===== src/rtl/snn_pkg.sv =====
// snn_pkg
// Shared definitions for the SNN multilayer core and its weight store:
// default bus widths, the fixed addresses of the two weight words, the
// write-back arbitration state type and an address range helper.
package snn_pkg;

    localparam int ADDR_W_DEF = 4;
    localparam int DW_DEF     = 8;

    // Packed weight words: {w1,w2} and {w3,w4}
    localparam int W12_ADDR = 0;
    localparam int W34_ADDR = 1;

    typedef enum logic [1:0] {
        WB_IDLE  = 2'd0,
        WB_DEFER = 2'd1,
        WB_ACK   = 2'd2
    } wb_state_t;

    function automatic logic addr_in_range(input int addr, input int depth);
        return (addr < depth);
    endfunction

endpackage


===== src/rtl/snn_weight_regfile.sv =====
// snn_weight_regfile
// DEPTH x DW weight storage with one synchronous write port and two
// combinational read ports (read path and debug). Out-of-range writes are
// dropped and out-of-range reads return 0.
// Ports:
//   clk, rst            - clock, synchronous active-high reset
//   we, waddr, wdata    - write port
//   raddr / rdata       - read-path port (combinational)
//   dbg_addr / dbg_data - debug port (combinational)
import snn_pkg::*;

module snn_weight_regfile #(
    parameter int          ADDR_W  = ADDR_W_DEF,
    parameter int          DW      = DW_DEF,
    parameter int          DEPTH   = 16,
    parameter logic [DW-1:0] RST_W12 = 8'h11,
    parameter logic [DW-1:0] RST_W34 = 8'h11
) (
    input  logic              clk,
    input  logic              rst,
    input  logic              we,
    input  logic [ADDR_W-1:0] waddr,
    input  logic [DW-1:0]     wdata,
    input  logic [ADDR_W-1:0] raddr,
    output logic [DW-1:0]     rdata,
    input  logic [ADDR_W-1:0] dbg_addr,
    output logic [DW-1:0]     dbg_data
);

    localparam int IDX_W = (DEPTH > 1) ? $clog2(DEPTH) : 1;

    logic [DW-1:0] mem [DEPTH];

    always_ff @(posedge clk) begin
        if (rst) begin
            for (int i = 0; i < DEPTH; i++) begin
                if (i == W12_ADDR)
                    mem[i] <= RST_W12;
                else if (i == W34_ADDR)
                    mem[i] <= RST_W34;
                else
                    mem[i] <= '0;
            end
        end else if (we && addr_in_range(int'(waddr), DEPTH)) begin
            mem[waddr[IDX_W-1:0]] <= wdata;
        end
    end

    always_comb begin
        rdata    = '0;
        dbg_data = '0;
        if (addr_in_range(int'(raddr), DEPTH))
            rdata = mem[raddr[IDX_W-1:0]];
        if (addr_in_range(int'(dbg_addr), DEPTH))
            dbg_data = mem[dbg_addr[IDX_W-1:0]];
    end

endmodule


===== src/rtl/snn_weight_store.sv =====
// snn_weight_store
// Weight memory for the SNN multilayer core. Serves the core's one-cycle
// read channel, arbitrates the learning write-back channel against host
// configuration writes (host wins; a colliding write-back is deferred), and
// counts committed write-backs (saturating at 255).
// Ports:
//   clk, rst                     - clock, synchronous active-high reset
//   w_req, w_addr                - read request / address
//   w_valid, w_data              - registered read response
//   wb_req, wb_addr, wb_wdata    - write-back request
//   wb_ack                       - write-back completion pulse
//   cfg_we, cfg_addr, cfg_wdata  - host write port
//   lock                         - discard (but still ack) write-backs
//   dbg_addr, dbg_data           - combinational debug read
//   wb_count                     - committed write-back count
import snn_pkg::*;

module snn_weight_store #(
    parameter int            ADDR_W  = ADDR_W_DEF,
    parameter int            DW      = DW_DEF,
    parameter int            DEPTH   = 16,
    parameter logic [DW-1:0] RST_W12 = 8'h11,
    parameter logic [DW-1:0] RST_W34 = 8'h11
) (
    input  logic              clk,
    input  logic              rst,
    input  logic              w_req,
    input  logic [ADDR_W-1:0] w_addr,
    output logic              w_valid,
    output logic [DW-1:0]     w_data,
    input  logic              wb_req,
    input  logic [ADDR_W-1:0] wb_addr,
    input  logic [DW-1:0]     wb_wdata,
    output logic              wb_ack,
    input  logic              cfg_we,
    input  logic [ADDR_W-1:0] cfg_addr,
    input  logic [DW-1:0]     cfg_wdata,
    input  logic              lock,
    input  logic [ADDR_W-1:0] dbg_addr,
    output logic [DW-1:0]     dbg_data,
    output logic [7:0]        wb_count
);

    wb_state_t         state, state_n;
    logic [ADDR_W-1:0] lat_addr;
    logic [DW-1:0]     lat_data;
    logic              latch_wb;
    logic              wb_commit;
    logic              wb_write;
    logic [ADDR_W-1:0] commit_addr;
    logic [DW-1:0]     commit_data;
    logic              rf_we;
    logic [ADDR_W-1:0] rf_waddr;
    logic [DW-1:0]     rf_wdata;
    logic [DW-1:0]     rd_data;

    snn_weight_regfile #(
        .ADDR_W  (ADDR_W),
        .DW      (DW),
        .DEPTH   (DEPTH),
        .RST_W12 (RST_W12),
        .RST_W34 (RST_W34)
    ) u_regfile (
        .clk      (clk),
        .rst      (rst),
        .we       (rf_we),
        .waddr    (rf_waddr),
        .wdata    (rf_wdata),
        .raddr    (w_addr),
        .rdata    (rd_data),
        .dbg_addr (dbg_addr),
        .dbg_data (dbg_data)
    );

    always_comb begin
        state_n     = state;
        latch_wb    = 1'b0;
        wb_commit   = 1'b0;
        commit_addr = wb_addr;
        commit_data = wb_wdata;
        rf_we       = 1'b0;
        rf_waddr    = cfg_addr;
        rf_wdata    = cfg_wdata;
        case (state)
            WB_IDLE: begin
                if (wb_req && !cfg_we) begin
                    wb_commit = 1'b1;
                    state_n   = WB_ACK;
                end else begin
                    rf_we = cfg_we;
                    if (wb_req) begin
                        latch_wb = 1'b1;
                        state_n  = WB_DEFER;
                    end
                end
            end
            WB_DEFER: begin
                if (!cfg_we) begin
                    wb_commit   = 1'b1;
                    commit_addr = lat_addr;
                    commit_data = lat_data;
                    state_n     = WB_ACK;
                end else begin
                    rf_we = 1'b1;
                end
            end
            WB_ACK: begin
                rf_we   = cfg_we;
                state_n = WB_IDLE;
            end
            default: state_n = WB_IDLE;
        endcase

        // lock is looked at on the commit edge, not when the request arrived
        wb_write = wb_commit && !lock && addr_in_range(int'(commit_addr), DEPTH);
        if (wb_write) begin
            rf_we    = 1'b1;
            rf_waddr = commit_addr;
            rf_wdata = commit_data;
        end
    end

    always_ff @(posedge clk) begin
        if (rst) begin
            state    <= WB_IDLE;
            lat_addr <= '0;
            lat_data <= '0;
            wb_ack   <= 1'b0;
            wb_count <= '0;
            w_valid  <= 1'b0;
            w_data   <= '0;
        end else begin
            state   <= state_n;
            wb_ack  <= (state_n == WB_ACK);
            w_valid <= w_req;
            // rd_data is sampled before this edge's write lands: read-before-write
            if (w_req)
                w_data <= rd_data;
            if (latch_wb) begin
                lat_addr <= wb_addr;
                lat_data <= wb_wdata;
            end
            if (wb_write && (wb_count != 8'hFF))
                wb_count <= wb_count + 8'd1;
        end
    end

endmodule


===== config.mk =====
export PLATFORM = sky130hd
export DESIGN_NAME = snn_weight_store
export DESIGN_NICKNAME = d
export VERILOG_FILES = /design/src/rtl/snn_pkg.sv /design/src/rtl/snn_weight_regfile.sv /design/src/rtl/snn_weight_store.sv
export SDC_FILE = /design/constraint.sdc
export NUM_CORES = 1
export LEC_CHECK = 0
export CORE_MARGIN = 8
export CORE_UTILIZATION = 30
export CTS_CLUSTER_DIAMETER = 120
export CTS_CLUSTER_SIZE = 40
export DETAILED_ROUTE_END_ITERATION = 16
export SETUP_SLACK_MARGIN = 0.5
export SYNTH_ARGS = -nofsm -noshare
export SYNTH_HDL_FRONTEND = slang
export SYNTH_HIERARCHICAL = 1
export SYNTH_SLANG_ARGS = --single-unit

===== constraint.sdc =====
create_clock -name clk -period 6.9 [get_ports clk]
set_clock_uncertainty 0.15 [all_clocks]
set_input_delay 2.07 -clock clk [delete_from_list [all_inputs] [get_ports clk]]
set_output_delay 2.07 -clock clk [all_outputs]
set_load 0.1 [all_outputs]

* Yosys cells after proc, flatten, opt, wreduce, memory -nomap -nowiden
Memories as Yosys holds them, arrays and structs flattened. A register that Yosys moved wholly into a read port is not among the register bits.
Index checks and enable logic that the tools add are counted.
** Storage, ports and cells
- Flip-flop bits (word level) :: 24
- RAM bits :: 128
- Bits of input ports :: 38
- Output and inout port bits :: 26
- Memories :: 1
** Memories
- u_regfile.mem :: words 16, bits a word 8, read ports 2, clocked after memory_dff 1, write ports 16, RTL line snn_weight_regfile.sv:32 : logic [DW-1:0] mem [DEPTH];
** Cells by class
- Add/sub/neg operators :: 1
- Equality and inequality tests :: 4
- Muxes and demuxes :: 28
- Reduce and logical (&&, ||, !) cells :: 7
** Operators with widths (count)
- 2-to-1 mux 8 bit :: 4
- 2-to-1 mux 4 bit :: 4
- 2-to-1 mux 1 bit :: 14
- adder 8 x 1 -> 8 bit, second input constant :: 1
- != test 8 bit, second input constant :: 1
- OR reduction 8 bit :: 1
- 2-to-1 mux 2 bit :: 3
- == test 2 bit, second input constant :: 2
- one-hot mux 2 bit (2 select lines) :: 1
- logical AND 1 bit :: 3
- one-hot mux 1 bit (3 select lines) :: 1
- == test 2 x 1 -> 1 bit, second input constant :: 1
- logical NOT 1 bit :: 2
- logical NOT 2 bit :: 1
- one-hot mux 1 bit (2 select lines) :: 1

* Longest topological paths before layout
Gate-level depths: netlist of run 1.
- Depth in word-level cells :: 11
- Mapped depth :: 10
- Mapped depth without buffers :: 9

* By module
Netlist of run 1, hierarchy kept.
** Modules (own cells, without submodules)
- snn_weight_regfile :: times used 1, cells each 445, area each 6790.3 µm², sequential area each 3843.7 µm²
- snn_weight_store :: times used 1, cells each 192, area each 1599.0 µm², sequential area each 640.6 µm²

* Worst setup path after synthesis of run 1
Ideal clock, no wire load.
- Kind :: input to output
- Start point :: in dbg_addr[0]
- End point :: out dbg_data[4]
- Arrival time :: 3769 ps
- Path slack :: 911 ps
- Stages on the path :: 5
- Path buffers :: 2
- Path through :: buf_2 > buf_2 > mux4_2 > a22oi_1 > nand2_1
** On the way
- Longest elaborated chain between the ends :: 1
** Ends and longest elaborated chain
- start: declaration :: RTL line snn_weight_store.sv:39 : input logic [ADDR_W-1:0] dbg_addr,
- memory (16 x 8 bit)
- end: declaration :: RTL line snn_weight_store.sv:40 : output logic [DW-1:0] dbg_data,
Every way passes these cells.

* Worst setup path in the final report of run 1
- Start point :: in dbg_addr[2]
- End point :: out dbg_data[4]
Same word-level chain as after synthesis.

==> results of run 1 <==
power by group through the flow:
stage | sequential, mW | combinational (mW) | clock [mW]
after global placement | 1.13 | 0.382 | 0
after floorplan | 1.15 | 0.220 | 0
after global routing | 1.11 | 0.403 | 0.979
final | 1.11 | 0.382 | 0.922
after detailed placement | 1.13 | 0.384 | 0
after CTS | 1.11 | 0.385 | 0.939
kinds of logic after synthesis:
kind of cell	Yosys count	synth area share [%]
xor+xnor	1	0.104
fa+ha+maj	5	0.746
buf+inv	45	2.33
mux	85	19.7
simple gates	264	17.4
flops	160	53.5
compound gates	77	6.25
registers in the layout, summed over array words and instances (netlist names):
| register | count |
|---|---|
| lat_data | 8 |
| wb_count | 8 |
| lat_addr | 4 |
| u_regfile/mem | 128 |
| state | 2 |
| w_data | 8 |
| w_valid | 1 |
| wb_ack | 1 |
synth_stat cells, drive strengths merged (2+ instances only):
cell and number:
nand2 58, or3 5, nand3 4, o21ai 15
mux2i 21, nor2b 5, ha 5, dfxtp 32
and2 128, nand2b 6, nand4bb 2, a22oi 32
buf 21, or2 17, nor2 30, nor3 5
mux4 64, a21oi 20, clkbuf 18, inv 6
edfxtp 128
routing by layer:
layer / part of all wire (%) / vias up
met5: 0.058 / -
met4: 1.4 / 2
met3: 6.2 / 20
met2: 51 / 169
met1: 41 / 2734
li1: - / 2522
per-stage QoR:
| stage | instance area [µm²] | utilization, % | power (mW) | hold slack (ps) | cells |
|---|---|---|---|---|---|
| final | 10200 | 36.8 | 2.41 | 302 | 1095 |
| after global routing | 10200 | 36.8 | 2.49 | 322 | 1095 |
| after CTS | 10200 | 36.8 | 2.43 | 304 | 1095 |
| after detailed placement | 9590 | 34.7 | 1.51 | 296 | 1063 |
| after global placement | 9590 | 34.7 | 1.51 | 291 | 1063 |
| after floorplan | 8390 | - | 1.37 | 286 | 637 |
worst reg2reg max path, cell delays in order, from the launching register on:
cell       delay, ps
dfxtp_1          410
inv_1             90
ha_1             280
a31o_4           290
nand2_2          360
o21ai_0          320
nand4bb_1        410
nor3_1           980
or2_2            440
path summary, 6_finish.rpt:
check | depth (start not counted) | to | slack [ps] | startpoint
min | 2 | lat_data[1]$_SDFFE_PP0P_ | 300 | lat_data[1]$_SDFFE_PP0P_
max | 5 | dbg_data[4] | 850 | dbg_addr[2]
min reg2reg | 2 | lat_data[1]$_SDFFE_PP0P_ | 300 | lat_data[1]$_SDFFE_PP0P_
max reg2reg | 8 | u_regfile/mem[8][3]$_SDFFCE_PN0P_ | 2840 | state[0]$_SDFF_PP0_
placed cells by master, fill, tap and decap left out, types with 2 or more instances in the layout:
cell / netlist / routed
clkbuf_16: 0 / 20
edfxtp_1: 128 / 128
buf_4: 2 / 22
buf_12: 0 / 10
dfxtp_1: 32 / 32
clkinv_2: 0 / 2
nor3_1: 4 / 4
clkdlybuf4s50_1: 0 / 52
o21ai_1: 0 / 8
nor2b_1: 5 / 5
or3_1: 5 / 5
and2_1: 127 / 127
a21oi_1: 20 / 20
nand3_1: 3 / 3
nand4bb_1: 2 / 2
o21ai_0: 15 / 7
ha_1: 5 / 5
clkbuf_1: 18 / 8
a22oi_1: 32 / 32
nand2b_1: 6 / 6
inv_1: 6 / 6
nand2_1: 57 / 57
buf_2: 9 / 3
mux4_2: 64 / 64
mux2i_1: 21 / 21
nor2_1: 29 / 29
or2_2: 15 / 15
final cells by class:
type	instances	area share, %
multi-input cells	432	36.5
well taps	378	4.65
flip-flops and latches	160	44.1
clock buffers	28	5.22
clock inverters	4	0.480
repair buffers	87	8.86
inverters	6	0.221
==> impl_metrics.tcl, run 1 <==
set metrics [dict create \
    outcome "finished, final reports clean" \
    busiest_layer "met2" \
    first_pass_iters 5 \
    yosys-top-cells-area "edfxtp_1 (46%), mux4_2 (17%), and2_1 (9.5%), dfxtp_1 (7.6%), a22oi_1 (2.9%)" \
    ir_worst_vdd_mv 0.171 \
    critPathKind "in2out" \
    grt_use_met2_pct 22.5 \
    critPathRequiredTime_ps 4680 \
    dp_slack_ps 844 \
    worst_slack_ps 850 \
    crit_arrival_ps 3830 \
    postCtsSetupRepairBufs 0 \
    postSynthCellCount 637 \
    routed_wl_mm 22.4 \
    multi_input_comb_area_um2 3710 \
    slowest_stage "nor2_1" \
    regArea_um2 4480 \
    path_max_fanout 8 \
    hold_viol 0 \
    start_kind "input pin" \
    die-area_um2 33600 \
    drt-initial-drc-count 444 \
    use_met1_pct 16.6 \
    fin_crit_sh_pct 87.7 \
    p_switching_mw 0.619 \
    antenna_cells 0 \
    viasPerCell 4.97 \
    place_congestion 0.774 \
    ys.flop_type "edfxtp_1" \
    synth_edf_count 128 \
    area_growth_pct 21.2 \
    route.vias.total 5447 \
    ctsResizeCount 0 \
    rsz0062_at_grt "false" \
    path_delay_family "simple AND/OR/NAND/NOR gates" \
    start_util_pct 30.4 \
    die_w_um 183 \
    cts_buffer_depth 2 \
    h-tree-depth 4 \
    setup_tns_ps 0 \
    synth.avg_cell_area_um2 13.2 \
    nets 747 \
    clock-sinks 160 \
    gr-total-overflow 0 \
    internal-power_mw 1.79 \
    grt_usage_pct 13.3 \
    seq_area_frac_synth_pct 53.5 \
    synth_area_um2 8390 \
    coreArea_um2 27600 \
    cts_root_buffer "clkbuf_16" \
    ys_seq_elements 160 \
    swShare_pct 25.7 \
    cts_tree "built" \
    antenna_found_initial 1 \
    setup_viol 0 \
    io_buffer_count 63 \
    ios 64 \
    synth_cell_types 46 \
    cts_made_buffers 17 \
    timing.fmax_ghz 0.165 \
    leakagePower_nw 3.71 \
    path_cells "clkdlybuf4s50_1 -> nor2_1 -> a22oi_1 -> nand2_1 -> buf_12" \
    fin_crit_ps 6050 \
    tightest_slew_ps 1220 \
    hold_buffers 0 \
    yosys.area.top_type "edfxtp_1" \
    ant_nets 0 \
    synth_fp_nets 680 \
    end_kind "primary output" \
    pwr-share-comb_pct 15.8 \
    nFillCells 2665 \
    grt_first_pass_wirelength_mm 33.2 \
    synth_top_cell_area_share_pct 45.8 \
    drive_above_1_share_pct 20.5 \
    finalMaxSlewViolations 0 \
    hold_path.class "reg2reg" \
    dpl.hpwl_mm 16.0 \
    seqPwrFrac_pct 45.9 \
    ys_warn_count 6 \
    clk_pin_slew_ps 60 \
    grt_max_degree 52 \
    clkPwrFrac_pct 38.2 \
    grt_pass1_vias 5472 \
    max-cap-violations 0 \
    path_buf_inv 2 \
    critPathMaxStageDelay_ps 640 \
    synthArstFlopShare_pct 0 \
    p_per_area_nw_per_um2 237 \
    grt_use_met3_pct 2.99 \
    rows 61 \
    drc 0 \
    detail_route.wl_per_cell_um 20.4 \
    insertion_delay_ps 420 \
    slew_headroom_pct 17.7 \
    die_y_um 183 \
]
Power figures use the tool's default switching activity.
==> inputs of run 2 (changes only) <==
--- a/config.mk
+++ b/config.mk
@@ -5,6 +5,7 @@
 export SDC_FILE = /design/constraint.sdc
 export NUM_CORES = 1
 export LEC_CHECK = 0
+export CAP_MARGIN = 25
 export CORE_MARGIN = 8
 export CORE_UTILIZATION = 30
 export CTS_CLUSTER_DIAMETER = 120
==> impl_metrics.tcl, run 2 (same netlist as run 1, synthesis figures left out) <==
set metrics [dict create \
    dpl.hpwl_mm 16.0 \
    leakagePower_nw 3.76 \
    h-tree-depth 4 \
    die-area_um2 33600 \
    ant_nets 0 \
    timing.fmax_ghz 0.165 \
    setup_tns_ps 0 \
    max-cap-violations 0 \
    postCtsSetupRepairBufs 0 \
    final_area_um2 10300 \
    ctsResizeCount 0 \
    finalMaxSlewViolations 0 \
    hold_path.class "reg2reg" \
    layout_commonest_cell "edfxtp_1" \
    clkPwrFrac_pct 39.5 \
    detail_route.wl_per_cell_um 20.5 \
    hp-start "lat_addr[0]$_SDFFE_PP0P_" \
    drive_above_1_share_pct 21.4 \
    min_to "lat_addr[0]$_SDFFE_PP0P_" \
    rsz0062_at_grt "false" \
    critPathRequiredTime_ps 4680 \
    clk_pin_slew_ps 60 \
    end_kind "primary output" \
    grt_max_degree 52 \
    slew_headroom_pct 24.1 \
    setup_viol 0 \
    start_kind "input pin" \
    tightest_slew_ps 1130 \
    drt-initial-drc-count 409 \
    reg2regPathDepth 9 \
    regArea_um2 4480 \
    largest_reg_flops 128 \
    antenna_cells 0 \
    viasPerCell 5.00 \
    regMostFlops "u_regfile/mem" \
    worst_slack_ps 837 \
    seqPwrFrac_pct 44.8 \
    insertion_delay_ps 430 \
    multi_input_comb_area_um2 3710 \
    clock-sinks 160 \
    hold_viol 0 \
    internal-power_mw 1.85 \
    reg2reg_from "state[1]$_SDFF_PP0_" \
    p_switching_mw 0.624 \
    routed_wl_mm 22.5 \
    route.vias.total 5506 \
    nFillCells 2645 \
    fin_crit_sh_pct 87.9 \
    whs_ps 303 \
    grt_usage_pct 13.2 \
    cts_made_buffers 17 \
    pwr-share-comb_pct 15.6 \
    grt_pass1_vias 5514 \
    nets 753 \
    ir_worst_vdd_mv 0.176 \
    cts_buffer_depth 2 \
    ios 64 \
    rows 61 \
    grt_first_pass_wirelength_mm 33.0 \
    critPathKind "in2out" \
    die_y_um 183 \
    drc 0 \
    place_congestion 0.774 \
    hold_depth 2 \
    io_buffer_count 63 \
    cts_root_buffer "clkbuf_16" \
    antenna_found_initial 0 \
    first_pass_iters 5 \
    place_area_um2 9630 \
    cts_tree "built" \
    swShare_pct 25.3 \
    final_cell_mix "edfxtp_1 (128), and2_1 (127), mux4_2 (64), nand2_1 (57), clkdlybuf4s50_1 (52)" \
    fin_crit_ps 6060 \
    p_per_area_nw_per_um2 241 \
    area_growth_pct 22.3 \
    hold_buffers 0 \
    die_w_um 183 \
    crit_arrival_ps 3840 \
    r2r_end "u_regfile/mem[9][7]$_SDFFCE_PN0P_" \
    dp_slack_ps 848 \
    gr-total-overflow 0 \
    outcome "finished, final reports clean" \
    coreArea_um2 27600 \
    path_max_fanout 8 \
    start_util_pct 30.4 \
    r2r_slack_ps 3060 \
]
run 2: cell count changes in the layout (fill, tap and decap cells not counted):
cell,before,now
clkbuf_16,20,21
clkbuf_8,0,3
clkbuf_1,8,5
buf_4,22,25
clkinv_1,0,1
buf_2,3,5
buf_6,0,1
clkinv_2,2,1
clkinv_4,1,0
run 2: metrics by stage:
stage / total power [mW] / instances / util [%]
detailed placement: 1.52 / 1069 / 34.9
finish: 2.47 / 1101 / 37.1
global route: 2.54 / 1101 / 37.1
CTS: 2.49 / 1101 / 37.1
global placement: 1.51 / 1063 / 34.7
floorplan: 1.37 / 637 / -
run 2: worst max path at each step:
stage,start,end,slack [ps],depth (start not counted)
after floorplan,dbg_addr[0],dbg_data[4],910,5
after CTS,dbg_addr[0],dbg_data[1],830,6
final,dbg_addr[2],dbg_data[4],840,5
after global placement,dbg_addr[2],dbg_data[4],830,5
after detailed placement,dbg_addr[2],dbg_data[4],850,5
after global routing,dbg_addr[2],dbg_data[4],760,5
run 2: metal layers:
metal  share of wire, %  GRT usage [%]
met1                 41           16.3
met2                 51           22.8
met3                5.8           2.53
met4                1.8           4.91
met5                  0              0
run 2: layout make-up:
cell class	instances	area share (%)
well taps	378	4.61
clock buffers	29	5.71
flip-flops and latches	160	43.7
inverters	6	0.220
repair buffers	93	9.21
clock inverters	3	0.378
multi-input cells	432	36.2
run 2: critical path, stage by stage:
cell	delay, ps
clkdlybuf4s50_1	450
nor2_1	670
a22oi_1	260
nand2_1	210
buf_12	190
run 2: power groups by stage:
stage,logic (mW),registers [mW],clock network [mW]
2_1_floorplan,0.220,1.15,0
3_3_place_gp,0.382,1.13,0
3_5_place_dp,0.388,1.13,0
4_1_cts,0.389,1.11,0.990
5_1_grt,0.406,1.11,1.02
6_report,0.386,1.11,0.976
